==> src/rtl/spi_read_adc_if.sv <==
// Handshake and serial-bus bundle between the ADC read sequencer (master)
// and the spi_read_adc block (slave).
interface spi_read_adc_if #(
  parameter int DATA_W = 12,
  parameter int KW     = 8
);
  logic              strr_i;
  logic [KW-1:0]     kmax_i;
  logic              miso_i;
  logic              cs_o;
  logic              dclk_o;
  logic [DATA_W-1:0] data_o;
  logic              eor_o;
  logic              busy_o;

  modport slave (
    input  strr_i, kmax_i, miso_i,
    output cs_o, dclk_o, data_o, eor_o, busy_o
  );

  modport master (
    output strr_i, kmax_i, miso_i,
    input  cs_o, dclk_o, data_o, eor_o, busy_o
  );
endinterface

==> src/rtl/spi_read_adc.sv <==
// SPI mode-0 read stage: on a start request it drops CS, clocks DATA_W bits in
// MSB first on rising dclk edges, then reports the word with a one-cycle eor pulse.
module spi_read_adc #(
  parameter int DATA_W = 12,
  parameter int KW     = 8
) (
  input  logic          clk_i,
  input  logic          rst_i,
  spi_read_adc_if.slave bus
);

  localparam int CW = (DATA_W > 1) ? $clog2(DATA_W) : 1;
  localparam logic [CW-1:0] LAST_BIT = CW'(DATA_W - 1);

  localparam logic [2:0] S_IDLE  = 3'd0;
  localparam logic [2:0] S_SETUP = 3'd1;
  localparam logic [2:0] S_HIGH  = 3'd2;
  localparam logic [2:0] S_LOW   = 3'd3;
  localparam logic [2:0] S_HOLD  = 3'd4;

  logic [2:0]        state_q, state_d;
  logic [KW-1:0]     cnt_q, cnt_d;
  logic [KW-1:0]     kmax_q, kmax_d;
  logic [CW-1:0]     bitcnt_q, bitcnt_d;
  logic [DATA_W-1:0] shreg_q, shreg_d;
  logic [DATA_W-1:0] data_q, data_d;
  logic              cs_q, cs_d;
  logic              dclk_q, dclk_d;
  logic              eor_q, eor_d;
  logic              busy_q, busy_d;
  logic              tick_s;

  assign tick_s = (cnt_q == kmax_q);

  // Next-state, datapath and output decode; outputs follow the next state so they stay registered.
  always_comb begin
    state_d  = state_q;
    kmax_d   = kmax_q;
    bitcnt_d = bitcnt_q;
    shreg_d  = shreg_q;
    data_d   = data_q;
    eor_d    = 1'b0;

    case (state_q)
      S_IDLE: begin
        if (bus.strr_i) begin
          kmax_d   = bus.kmax_i;
          bitcnt_d = {CW{1'b0}};
          shreg_d  = {DATA_W{1'b0}};
          state_d  = S_SETUP;
        end else begin
          state_d  = S_IDLE;
        end
      end
      S_SETUP: begin
        if (tick_s) begin
          shreg_d = {shreg_q[DATA_W-2:0], bus.miso_i};
          state_d = S_HIGH;
        end else begin
          state_d = S_SETUP;
        end
      end
      S_HIGH: begin
        if (tick_s) begin
          if (bitcnt_q == LAST_BIT) begin
            state_d  = S_HOLD;
          end else begin
            bitcnt_d = bitcnt_q + CW'(1);
            state_d  = S_LOW;
          end
        end else begin
          state_d = S_HIGH;
        end
      end
      S_LOW: begin
        if (tick_s) begin
          shreg_d = {shreg_q[DATA_W-2:0], bus.miso_i};
          state_d = S_HIGH;
        end else begin
          state_d = S_LOW;
        end
      end
      S_HOLD: begin
        if (tick_s) begin
          data_d  = shreg_q;
          eor_d   = 1'b1;
          state_d = S_IDLE;
        end else begin
          state_d = S_HOLD;
        end
      end
      default: begin
        state_d = S_IDLE;
      end
    endcase

    // The divider restarts on every state change so each half-period is full length.
    if ((state_d != state_q) || (state_q == S_IDLE)) begin
      cnt_d = {KW{1'b0}};
    end else if (tick_s) begin
      cnt_d = {KW{1'b0}};
    end else begin
      cnt_d = cnt_q + KW'(1);
    end

    cs_d   = (state_d == S_IDLE);
    dclk_d = (state_d == S_HIGH);
    busy_d = (state_d != S_IDLE);
  end

  // State and output registers with synchronous active-low reset.
  always_ff @(posedge clk_i) begin
    if (!rst_i) begin
      state_q  <= S_IDLE;
      cnt_q    <= {KW{1'b0}};
      kmax_q   <= {KW{1'b0}};
      bitcnt_q <= {CW{1'b0}};
      shreg_q  <= {DATA_W{1'b0}};
      data_q   <= {DATA_W{1'b0}};
      cs_q     <= 1'b1;
      dclk_q   <= 1'b0;
      eor_q    <= 1'b0;
      busy_q   <= 1'b0;
    end else begin
      state_q  <= state_d;
      cnt_q    <= cnt_d;
      kmax_q   <= kmax_d;
      bitcnt_q <= bitcnt_d;
      shreg_q  <= shreg_d;
      data_q   <= data_d;
      cs_q     <= cs_d;
      dclk_q   <= dclk_d;
      eor_q    <= eor_d;
      busy_q   <= busy_d;
    end
  end

  assign bus.cs_o   = cs_q;
  assign bus.dclk_o = dclk_q;
  assign bus.data_o = data_q;
  assign bus.eor_o  = eor_q;
  assign bus.busy_o = busy_q;

endmodule

==> src/flat_wrapper.sv <==
// flat-port wrapper written by rule: the top's interface ports become plain ports
module spi_read_adc_flat 
#(
  parameter int DATA_W = 12,
  parameter int KW     = 8
)
  (clk_i, rst_i, bus_strr_i, bus_kmax_i, bus_miso_i, bus_cs_o, bus_dclk_o, bus_data_o, bus_eor_o, bus_busy_o);
  spi_read_adc_if #(.DATA_W(DATA_W), .KW(KW)) bus_i ();
  input  logic clk_i;
  input  logic rst_i;
  input wire logic [$bits(bus_i.strr_i)-1:0] bus_strr_i;
  input wire logic [$bits(bus_i.kmax_i)-1:0] bus_kmax_i;
  input wire logic [$bits(bus_i.miso_i)-1:0] bus_miso_i;
  output wire logic [$bits(bus_i.cs_o)-1:0] bus_cs_o;
  output wire logic [$bits(bus_i.dclk_o)-1:0] bus_dclk_o;
  output wire logic [$bits(bus_i.data_o)-1:0] bus_data_o;
  output wire logic [$bits(bus_i.eor_o)-1:0] bus_eor_o;
  output wire logic [$bits(bus_i.busy_o)-1:0] bus_busy_o;
  assign bus_i.strr_i = bus_strr_i;
  assign bus_i.kmax_i = bus_kmax_i;
  assign bus_i.miso_i = bus_miso_i;
  assign bus_cs_o = bus_i.cs_o;
  assign bus_dclk_o = bus_i.dclk_o;
  assign bus_data_o = bus_i.data_o;
  assign bus_eor_o = bus_i.eor_o;
  assign bus_busy_o = bus_i.busy_o;
  spi_read_adc #(.DATA_W(DATA_W), .KW(KW)) u_core (.clk_i(clk_i), .rst_i(rst_i), .bus(bus_i));
endmodule
==> config.mk <==
export PLATFORM = sky130hd
export DESIGN_NAME = spi_read_adc_flat
export DESIGN_NICKNAME = d
export VERILOG_FILES = /design/src/rtl/spi_read_adc_if.sv /design/src/rtl/spi_read_adc.sv /design/src/flat_wrapper.sv
export SDC_FILE = /design/constraint.sdc
export NUM_CORES = 1
export LEC_CHECK = 0
export ABC_AREA = 1
export BUFFER_PORTS_ARGS = -buffer_cell sky130_fd_sc_hd__clkbuf_2
export CORE_MARGIN = 2
export CORE_UTILIZATION = 60
export CTS_BUF_LIST = sky130_fd_sc_hd__clkbuf_8
export CTS_CLUSTER_DIAMETER = 150
export CTS_CLUSTER_SIZE = 8
export DETAILED_ROUTE_END_ITERATION = 16
export PLACE_DENSITY = 0.82
export SETUP_SLACK_MARGIN = 0.15
export SYNTH_ARGS = -nofsm -noshare
export SYNTH_HDL_FRONTEND = slang
export SYNTH_SLANG_ARGS = --single-unit
export TNS_END_PERCENT = 20
==> constraint.sdc <==
create_clock -name clk_i -period 2.6 [get_ports clk_i]
set_input_delay 0.39 -clock clk_i [delete_from_list [all_inputs] [get_ports clk_i]]
set_output_delay 0.39 -clock clk_i [all_outputs]
set_load 0.01 [all_outputs]
# Word-level counts from Yosys, hierarchy flattened
# Index checks and enable logic that the tools add are counted.
[classes]
n_mux = 15
eq_ne = 12
n_bitwise = 1
reduce_logical = 13
add_sub_neg = 2
[ops]
columns = ["op", "n"]
rows = [
  ["two-way mux 12 bit", 2],
  ["case mux 12 bit (2 select lines)", 1],
  ["case mux 3 bit (5 select lines)", 1],
  ["two-way mux 4 bit", 3],
  ["== test 3 x 2 -> 1 bit (second input constant)", 3],
  ["two-way mux 3 bit", 3],
  ["adder 8 x 1 -> 8 bit (second input constant)", 1],
  ["== test 8 bit", 1],
  ["case mux 4 bit (2 select lines)", 1],
  ["logical NOT 3 bit", 2],
  ["AND reduction 2 bit", 3],
  ["adder 4 x 1 -> 4 bit (second input constant)", 1],
  ["== test 4 bit (second input constant)", 1],
  ["inequality test 2 x 1 -> 1 bit (second input constant)", 2],
  ["inequality test 2 bit (second input constant)", 2],
  ["AND reduction 4 bit", 1],
  ["nonzero test 2 bit", 2],
  ["== test 3 x 1 -> 1 bit (second input constant)", 1],
  ["== test 3 bit (second input constant)", 1],
  ["two-way mux 1 bit", 3],
  ["inequality test 3 bit", 1],
  ["AND reduction 3 bit", 1],
  ["nonzero test 3 bit", 1],
  ["OR reduction 3 bit", 1],
  ["4 further kinds", 4],
]
[word_totals]
reg_bits = 51
output_inout_bits = 16
word_cells = 53
input_bits = 12

# Depth between registers and ports, before layout
[logic_depth]
word_depth = 7
mapped_depth = 11
depth_no_buf = 11

# Worst setup path after synthesis
# Ideal clock, no wire load.
[synth_path]
kind = "flip-flop to flip-flop"
startpoint = "register u_core.cnt_q[3]"
endpoint = "register u_core.shreg_q[0]"
synth_period_minus_slack_ps = 1379
setup_slack_ps = 1221
n_path_buf = 1
setup_time_ps = 113
required_ps = 2487
t_arrival_ps = 1267
stages_incl_launch_ff = 10
cell_sequence = "dfxtp_1 xnor2_1 nand2_1 nor2_4 nand2_4 a21oi_4 buf_6 nand2_1 nand2_1 nor2_1"
[synth_between]
elab_chain_cells = 3
[synth_lines]
columns = ["element", "line_no", "text"]
rows = [
  ["start: declaration", "spi_read_adc.sv:22", "logic [KW-1:0] cnt_q, cnt_d;"],
  ["start signal: assignment", "spi_read_adc.sv:115", "cnt_q <= {KW{1'b0}};"],
  ["start signal: assignment", "spi_read_adc.sv:126", "cnt_q <= cnt_d;"],
  ["== test 8 bit", "spi_read_adc.sv:33", "assign tick_s = (cnt_q == kmax_q);"],
  ["inequality test 2 x 1 -> 1 bit (no source line)", "--", ""],
  ["AND reduction 3 bit (no source line)", "--", ""],
  ["end signal: assignment", "spi_read_adc.sv:118", "shreg_q <= {DATA_W{1'b0}};"],
  ["end signal: assignment", "spi_read_adc.sv:129", "shreg_q <= shreg_d;"],
  ["end: declaration", "spi_read_adc.sv:25", "logic [DATA_W-1:0] shreg_q, shreg_d;"],
]
# Every way passes these cells.
# A chain may end at the register's enable or synchronous reset.

# Worst setup path after layout
[layout_path]
startpoint = "register u_core.cnt_q[1]"
endpoint = "register u_core.shreg_q[4]"
# Same word-level chain as after synthesis.

==> impl_metrics.py <==
metrics = {
    "route": {
        "drc": 0,
        "viasPerCell": 4.95,
        "drtIter0Drc": 93,
        "wire_per_inst_um": 11.1,
        "drtAntennaViolNets": 0,
        "via_count": 1860,
        "first_pass_iters": 4,
        "drt_wl_total_mm": 4.16,
    },
    "cells_and_area": {
        "antennaDiodeCount": 0,
        "fillers": 311,
        "register_area_um2": 1020,
        "final_nets": 345,
        "multi_input_area_um2": 1000,
        "final_util": 0.704,
        "layout-drive-gt1-share": 0.139,
        "syn2layout_area_growth_pct": 10.1,
    },
    "floorplan": {
        "io_pins": 28,
        "initial_core_util": 0.639,
        "die_area_um2": 4140,
        "core_um2": 3420,
        "chipWidth_um": 64.3,
        "die_h_um": 64.3,
        "std_cell_rows": 21,
    },
    "power_and_ir_drop": {
        "p_int_mw": 1.10,
        "pwr-share-comb": 0.176,
        "seq_power_share": 0.563,
        "leakage_nw": 1.09,
        "p_switching_mw": 0.447,
        "power_density_nw_per_um2": 645,
        "pwr-share-clk": 0.261,
        "p_sw_frac": 0.289,
        "ir_drop_uv": 531,
    },
    "global_route": {
        "track_usage": 0.227,
        "grt_max_degree": 26,
        "overflow": 0,
        "grt_pass1_vias": 1708,
        "grt_antenna_before_repair": 0,
        "grt_pass1_wl_mm": 7.46,
    },
    "sta": {
        "finalCritPeriodShare": 0.657,
        "fmax_ghz": 0.585,
        "worstMarginPinSlew_ns": 0.540,
        "fin_crit_ns": 1.71,
        "slew_headroom": 0.639,
        "hold_viol_final": 0,
        "slew_violations": 0,
        "rsz0062_at_grt": "no",
        "fin_skew_ns": 0.00583,
        "setup_viol": 0,
        "tns_ns": 0,
    },
    "synthesis": {
        "synth.top_cell.area_share": 0.468,
        "synthArstFlopShare": 0,
        "ys_ff_latch": 51,
        "synth_cell_type_count": 23,
        "synth_common_cells": "89 x nand2_1, 54 x nor2_1, 51 x dfxtp_1",
        "yosys_most_used_dff": "dfxtp_1",
        "synthTopCellsByArea": "dfxtp_1 47%, nand2_1 15%, nor2_1 9.3%",
        "synth_most_common_cell": "nand2_1",
        "yosysWarnings": 0,
        "synthCells": 305,
        "mappedNetlistNets": 319,
        "synth_edf_count": 0,
        "syn-cell-area_um2": 2180,
        "yosys.area.top_type": "dfxtp_1",
        "seq_area_frac_synth": 0.468,
        "syn_area_per_cell_um2": 7.15,
    },
    "worst_setup_path": {
        "path_max_fanout": 24,
        "crit_path_frequent_cell": "nand2_1",
        "cp_cell_sequence": "inv_1 -> nand2_1 -> nand2_1 -> nand2_1 -> nor2_4 -> nand2_4 -> a21oi_4 -> nand2_1 -> nand2_1 -> nor2_1",
        "slowest_stage": "a21oi_4",
        "crit_family": "simple AND/OR/NAND/NOR gates",
        "worstPathRequired_ns": 2.79,
        "cp.arrival_ns": 1.90,
        "start_kind": "flip-flop",
        "path_class": "reg -> reg",
        "worst-path-buf-inv": 1,
        "cpPeakStageDelay_ns": 0.47,
        "cp-end-kind": "flip-flop",
    },
    "cts": {
        "clock_sinks": 51,
        "cts.repair.resized": 0,
        "clk_path_buf_depth": 2,
        "postCtsSetupBuffers": 0,
        "clk_pin_slew_ns": 0.08,
        "cts_tree": "built",
        "htree_levels": 2,
        "numCtsBuffers": 5,
        "clk-insertion-delay-late_ns": 0.29,
        "root_buffer": "clkbuf_8",
        "hold_buffers": 0,
    },
    "placed_design": {
        "gp_congestion": 0.796,
        "port_buffers": 27,
        "hpwl_mm": 2.96,
    },
    "status": {
        "outcome": "complete, no violations",
    },
    "worst_hold_path": {
        "worstHoldPathType": "in -> reg",
    },
    "run": {
        "drv_cap": 0,
    },
}
[layout make-up]
class                   count  area share
clock inverters             1     0.00156
flip-flops and latches     51       0.425
inverters                  24      0.0375
multi-input cells         219       0.418
clock buffers               5      0.0286
well taps                  46      0.0239
repair buffers             30      0.0656
[final timing paths]
kind	start	to	slack [ns]	cells past startpoint
max	u_core.cnt_q[1]$_SDFF_PP0_	u_core.shreg_q[4]$_SDFFE_PN0P_	0.89	10
max reg2reg	u_core.cnt_q[1]$_SDFF_PP0_	u_core.shreg_q[4]$_SDFFE_PN0P_	0.89	10
min reg2reg	u_core.bus.data_o[9]$_SDFFE_PN0P_	u_core.bus.data_o[9]$_SDFFE_PN0P_	0.46	2
min	bus_kmax_i[6]	u_core.kmax_q[6]$_SDFFE_PN0P_	0.36	3
[routing by layer]
layer,GRT usage,vias to the layer above,part of all wire
met2,0.354,52,0.45
met1,0.321,802,0.49
met3,0.0440,6,0.051
li1,-,1000,-
met4,0.0638,0,0.010
met5,0,-,0
[power groups by stage]
stage | sequential [mW] | combinational [mW] | clock, mW
floorplan | 0.883 | 0.228 | 0
global placement | 0.886 | 0.265 | 0
detailed placement | 0.889 | 0.273 | 0
CTS | 0.872 | 0.274 | 0.416
global route | 0.879 | 0.315 | 0.445
finish | 0.872 | 0.272 | 0.405
[worst min-delay path, delay by kind of cell]
family	cells	cell delay, ns
AOI/OAI and AO/OA	1	0.07
buffers and inverters	1	0.08
and+or+nand+nor	1	0.08
[per-stage QoR]
| stage | setup WS, ns | instances | hold WS (ns) | total power, mW | area (um2) |
|---|---|---|---|---|---|
| detailed placement | 0.920 | 370 | 0.453 | 1.16 | 2330 |
| global placement | 0.982 | 370 | 0.449 | 1.15 | 2330 |
| floorplan | 1.22 | 305 | 0.441 | 1.11 | 2180 |
| finish | 0.891 | 376 | 0.360 | 1.55 | 2400 |
| global route | 0.695 | 376 | 0.379 | 1.64 | 2400 |
| CTS | 0.882 | 376 | 0.356 | 1.56 | 2400 |
[kinds of logic after synthesis]
| logic type | Yosys count | share of synthesized area |
|---|---|---|
| and+or+nand+nor | 176 | 0.334 |
| DFF | 51 | 0.468 |
| buffers and inverters | 35 | 0.0717 |
| AOI/OAI and AO/OA | 32 | 0.0786 |
| xor gates and xnor gates | 9 | 0.0361 |
| adders and majority gates | 2 | 0.0115 |
[flip-flops by register name, summed over array words and instances (netlist names)]
name               flops
u_core.bus.dclk_o      1
u_core.bus.eor_o       1
u_core.bitcnt_q        4
u_core.bus.cs_o        1
u_core.bus.busy_o      1
u_core.kmax_q          8
u_core.bus.data_o     12
u_core.shreg_q        12
u_core.state_q         3
u_core.cnt_q           8
[placed cells by master (no fill, tap or decap), types with 2 or more instances in the layout]
| cell | synthesis | routed |
|---|---|---|
| xor2_1 | 4 | 4 |
| nor2_1 | 54 | 54 |
| xnor2_1 | 5 | 5 |
| inv_2 | 4 | 4 |
| ha_1 | 2 | 2 |
| a21oi_1 | 22 | 22 |
| nor2_4 | 2 | 2 |
| inv_1 | 19 | 20 |
| dfxtp_1 | 51 | 51 |
| clkbuf_8 | 0 | 5 |
| nor3_1 | 2 | 2 |
| nand3_1 | 24 | 24 |
| nand2_2 | 2 | 2 |
| clkbuf_2 | 0 | 27 |
| nand2_1 | 89 | 89 |
| buf_4 | 2 | 3 |
| o21ai_0 | 9 | 9 |
(Power assumes the default switching activity.)
